File: config.mk
export PLATFORM = sky130hd
export DESIGN_NAME = bcd2bin_seq
export DESIGN_NICKNAME = d
export VERILOG_FILES = /design/src/rtl/bcd2bin_seq.sv
export SDC_FILE = /design/constraint.sdc
export NUM_CORES = 1
export LEC_CHECK = 0
export BUFFER_PORTS_ARGS = -buffer_cell sky130_fd_sc_hd__clkbuf_2
export CORE_UTILIZATION = 50
export DETAILED_ROUTE_END_ITERATION = 6
export PLACE_DENSITY = 0.78
export SLEW_MARGIN = 20
export SYNTH_ARGS = -nofsm -noshare
export SYNTH_HDL_FRONTEND = slang
export SYNTH_SLANG_ARGS = --single-unit
File: constraint.sdc
create_clock -name clk -period 1.2 [get_ports clk]
set_clock_uncertainty 0.1 [all_clocks]
set_input_delay 0.12 -clock clk [delete_from_list [all_inputs] [get_ports clk]]
set_output_delay 0.12 -clock clk [all_outputs]
set_load 0.05 [all_outputs]
File: src/rtl/bcd2bin_seq.sv
// rtl/bcd2bin_seq.sv - sequential BCD-to-binary converter (reverse double dabble)
//
// Converts a packed BCD word to binary. Each clock performs one iteration:
// shift right by one, then subtract 3 from every BCD digit that is 8 or more.
// Conversion time does not depend on the operand, including digits above 9.
//
// Ports:
//   clk        rising-edge clock
//   rst_n      asynchronous active-low reset
//   bcd_in     packed BCD operand, MS digit in the top nibble, sampled on accept
//   in_valid   operand present
//   in_ready   converter idle, can accept
//   bin_out    binary result, held while out_valid
//   err        qualifies bin_out: some captured digit was above 9
//   out_valid  result available
//   out_ready  consumer takes result
//   busy       conversion or result pending
module bcd2bin_seq #(
    parameter int DIGITS = 3,
    parameter int BIN_W  = 10
) (
    input  logic                  clk,
    input  logic                  rst_n,
    input  logic [4*DIGITS-1:0]   bcd_in,
    input  logic                  in_valid,
    output logic                  in_ready,
    output logic [BIN_W-1:0]      bin_out,
    output logic                  err,
    output logic                  out_valid,
    input  logic                  out_ready,
    output logic                  busy
);

    localparam int BCD_W = 4 * DIGITS;
    localparam int SR_W  = BCD_W + BIN_W;
    localparam int CNT_W = (BIN_W > 1) ? $clog2(BIN_W) : 1;

    typedef enum logic [1:0] {
        S_IDLE,
        S_CONV,
        S_DONE
    } state_t;

    state_t              state_q, state_d;
    logic [SR_W-1:0]     sr_q, sr_d;          // {bcd_part, bin_part}
    logic [CNT_W-1:0]    cnt_q, cnt_d;
    logic                flag_q, flag_d;      // captured operand had a non-decimal digit
    logic [BIN_W-1:0]    bin_out_q, bin_out_d;
    logic                err_q, err_d;
    logic                out_valid_q, out_valid_d;
    logic                in_ready_q, in_ready_d;
    logic                busy_q, busy_d;

    logic                digit_bad;
    logic [SR_W-1:0]     sr_step;

    // Non-decimal digit detection on the incoming operand and one
    // reverse double-dabble iteration on the current shift register.
    always_comb begin
        digit_bad = 1'b0;
        for (int i = 0; i < DIGITS; i++) begin
            if (bcd_in[4*i +: 4] > 4'd9) begin
                digit_bad = 1'b1;
            end
        end

        sr_step = sr_q >> 1;
        // Each digit is corrected on its own; no borrow crosses nibbles.
        for (int i = 0; i < DIGITS; i++) begin
            if (sr_step[BIN_W + 4*i + 3]) begin
                sr_step[BIN_W + 4*i +: 4] = sr_step[BIN_W + 4*i +: 4] - 4'd3;
            end
        end
    end

    always_comb begin
        state_d     = state_q;
        sr_d        = sr_q;
        cnt_d       = cnt_q;
        flag_d      = flag_q;
        bin_out_d   = bin_out_q;
        err_d       = err_q;
        out_valid_d = out_valid_q;
        in_ready_d  = in_ready_q;
        busy_d      = busy_q;

        case (state_q)
            S_IDLE: begin
                if (in_valid) begin
                    sr_d       = {bcd_in, {BIN_W{1'b0}}};
                    flag_d     = digit_bad;
                    cnt_d      = '0;
                    state_d    = S_CONV;
                    in_ready_d = 1'b0;
                    busy_d     = 1'b1;
                end
            end
            S_CONV: begin
                sr_d  = sr_step;
                cnt_d = cnt_q + 1'b1;
                if (cnt_q == CNT_W'(BIN_W - 1)) begin
                    cnt_d   = '0;
                    state_d = S_DONE;
                end
            end
            S_DONE: begin
                // First DONE cycle publishes the result; later cycles wait
                // for the consumer while holding it stable.
                if (!out_valid_q) begin
                    out_valid_d = 1'b1;
                    bin_out_d   = flag_q ? '0 : sr_q[BIN_W-1:0];
                    err_d       = flag_q;
                end else if (out_ready) begin
                    out_valid_d = 1'b0;
                    state_d     = S_IDLE;
                    in_ready_d  = 1'b1;
                    busy_d      = 1'b0;
                end
            end
            default: begin
                state_d     = S_IDLE;
                in_ready_d  = 1'b1;
                busy_d      = 1'b0;
                out_valid_d = 1'b0;
            end
        endcase
    end

    always_ff @(posedge clk or negedge rst_n) begin
        if (!rst_n) begin
            state_q     <= S_IDLE;
            sr_q        <= '0;
            cnt_q       <= '0;
            flag_q      <= 1'b0;
            bin_out_q   <= '0;
            err_q       <= 1'b0;
            out_valid_q <= 1'b0;
            in_ready_q  <= 1'b1;
            busy_q      <= 1'b0;
        end else begin
            state_q     <= state_d;
            sr_q        <= sr_d;
            cnt_q       <= cnt_d;
            flag_q      <= flag_d;
            bin_out_q   <= bin_out_d;
            err_q       <= err_d;
            out_valid_q <= out_valid_d;
            in_ready_q  <= in_ready_d;
            busy_q      <= busy_d;
        end
    end

    assign in_ready  = in_ready_q;
    assign bin_out   = bin_out_q;
    assign err       = err_q;
    assign out_valid = out_valid_q;
    assign busy      = busy_q;

endmodule
==> run summary <==
status: finished with violations
failing checks: negative setup slack
FF-to-FF setup slack: -0.18 ns
Starting Density: 0.539
fraction of layout cells with a size suffix above 1: 0.524
Max IR drop VDD: 1.86 mV
Die X: 65.8 um
dpl cells: 278
IO buf count: 29
number of top-level pins: 30
Crit. End Element: flop
CTS tree: done
EDFF count, synth: 0
cell taking the most area after synthesis: dfrtp_1
Setup TNS: -4.43 ns
initial antenna violation count: 0
row count: 22
Die ar.: 4330 um^2
Final WS setup: -0.177 ns
Iter 0 DRT Violations: 75
top cell type's share of synthesized area: 0.517
DRT Wirelength: 4680 um
sequential share of the synthesized area: 0.530
unrepaired setup endpoints after global routing: true
Post-Synthesis Net Count: 205
top_reg_cell synth: dfrtp_1
Fmax: 726 MHz
Req. time, crit path: 1.28 ns
Worst Hold Path Cells: 3
area post-placement: 2450 um^2
FF-to-FF End: err
Setup Viol. Count Final: 44
R2R Path Start: out_valid
final hold viol count: 0
arrival time worst endpoint: 1.46 ns
DR vias/cell: 5.45
Layout Cells excl Fill: 298
area grow syn2layout: 42.9%
H-tree level count: 2
Syn. warnings: 0
GRT Total Usage: 0.236
min Tclk post-route: 1.38 ns
Max Cap Viol: 0
Routed Antenna Nets: 0
Hold EP: sr_q[17]
Util after Layout: 0.771
GPL Wtd Cong: 0.827
# fillers: 242
worst slew pin tran: 0.291 ns
clk sinks: 43
grt ovf: 0
DRC errors left: 0
design area: 2910 um^2
FF+latch count, synth: 43
DP HPWL: 2910 um
r2r worst-path depth: 2
dominant cells by area after synthesis: dfrtp_1 (52%), a22o_1 (5.2%), o21ai_2 (4.3%)
Power Dens Cells: 2780 nW/um^2
cts bufs inserted: 5
core area: 3770 um^2
Reg clk slew, reported paths: 0.09 ns
Yosys cell types: 36
Syn Area/Cell: 11.0 um^2
Clock Latency Late Sink: 0.30 ns
critical path class: flop to flop
root buf cell: clkbuf_8
Synth async-reset ratio: 1.00
startpoint types: flop
headroom to the max-slew limit: 0.806
drt wl/cell: 15.7 um
vias in the first global route: 1649
Vias: 1623
clock tree buffer depth: 2
Netlist Area Pre-Place: 2030 um^2
first-pass iteration count of the detailed router: 4
count of final max-slew check failures: 0
first-pass GRT wire length: 7510 um
Chip Height: 65.8 um
ANT cells: 0
min-delay src: bcd_in[7]
largest fanout on the critical path: 5
# nets final: 269
LEAKAGE: 1.33 nW
largest net degree at the start of global routing: 44
Syn Inst Count: 185
crit share post-route: 1.15
Min-Delay Path Class: primary input to flop
-- cell type report --
class / count / area (um^2) / area share
clock buffers: 8 / 100 / 0.0344
inverters: 3 / 15.0 / 0.00516
multi-input cells: 129 / 1090 / 0.377
flip-flops and latches: 43 / 1080 / 0.371
well taps: 48 / 60.1 / 0.0207
repair buffers: 67 / 559 / 0.192
-- cell usage in the layout (no fill, tap or decap), types with 3 or more instances in the layout --
cell type and n:
nand2b_1 11, nand2_1 12, dlygate4sd3_1 5, buf_2 4, clkbuf_2 22, mux2_4 3, clkbuf_8 7, nor2b_1 3
nand2_2 9, a31oi_1 3, a21oi_1 3, nand3_1 3, nor2_1 3, ha_1 3, xnor2_1 3, buf_6 9
a21oi_2 4, buf_4 20, o21ai_2 15, nor2_4 3, a22o_1 12, o21ai_0 3, buf_12 4, dfrtp_1 41
o22ai_2 4
-- cells by family (layout without fill, tap and decap cells) --
kind of cell               count (synthesis)  in the layout  synth area share
muxes                                      5              5            0.0283
xor gates and xnor gates                   5              5            0.0215
and+or+nand+nor                           55             55             0.132
buffers and inverters                     13             78            0.0455
DFF                                       43             43             0.530
adders and majority gates                  4              4            0.0246
AOI/OAI and AO/OA                         60             60             0.218
-- cells in the mapped netlist (all sizes together), types with 4 or more instances --
cell type / number
a21oi: 7
a22o: 12
buf: 9
dfrtp: 42
ha: 4
nand2: 22
nand2b: 13
nor2: 8
nor2b: 5
o21ai: 20
o22ai: 6
-- worst max-delay path: stages, from the launching register on --
cell and delay, ns:
dfrtp_2 0.41, or3b_4 0.44, mux2_4 0.31
-- state kept, by name (all words and copies together), names as in the netlist --
| name | cells |
|---|---|
| err | 1 |
| sr_q | 22 |
| state_q | 2 |
| flag_q | 1 |
| cnt_q | 4 |
| busy | 1 |
| out_valid | 1 |
| in_ready | 1 |
| bin_out | 10 |
-- worst max path at each step --
stage | from | end | slack, ns | cells past startpoint
finish | out_valid | err | -0.18 | 2
floorplan | out_valid | err | -0.26 | 2
global placement | state_q[0] | err | -0.13 | 2
CTS | out_valid | err | -0.17 | 2
detailed placement | state_q[0] | bin_out[3] | -0.16 | 4
global route | state_q[1] | sr_q[18] | -0.21 | 5
-- routing by layer --
layer / GRT usage / wire, um / up-vias
met5: 0 / 0 / -
met4: 0.0815 / 74 / 0
met3: 0.0569 / 149 / 9
met2: 0.412 / 2390 / 44
met1: 0.282 / 2070 / 779
li1: - / - / 791
-- power by group --
| group | internal [W] | switching, W | total [W] | leakage [nW] |
|---|---|---|---|---|
| Clock | 0.000526 | 0.000502 | 0.00103 | 0.0515 |
| Sequential | 0.00198 | 0.000491 | 0.00247 | 0.545 |
| Combinational | 0.00226 | 0.00231 | 0.00458 | 0.729 |
| Total | 0.00477 | 0.00331 | 0.00808 | 1.33 |
-- timing repair --
action | CTS | global route
setup endpoints to repair | 44 | 50
hold endpoints to repair | 47 | 0
hold buffers | 5 | 0
resized for setup | 51 | 23
pin swaps | 8 | 8
setup buffers | 3 | 5
-- per-stage QoR --
stage	worst slack, ns	total power [W]	hold slack, ns
finish	-0.177	0.00808	0.0330
global route	-0.209	0.00852	0.0391
CTS	-0.165	0.00768	0.0248
detailed placement	-0.160	0.00590	0.0171
global placement	-0.128	0.00579	0.0169
floorplan	-0.259	0.00480	-0.276
Note: power is estimated with default switching activity, not from simulation.
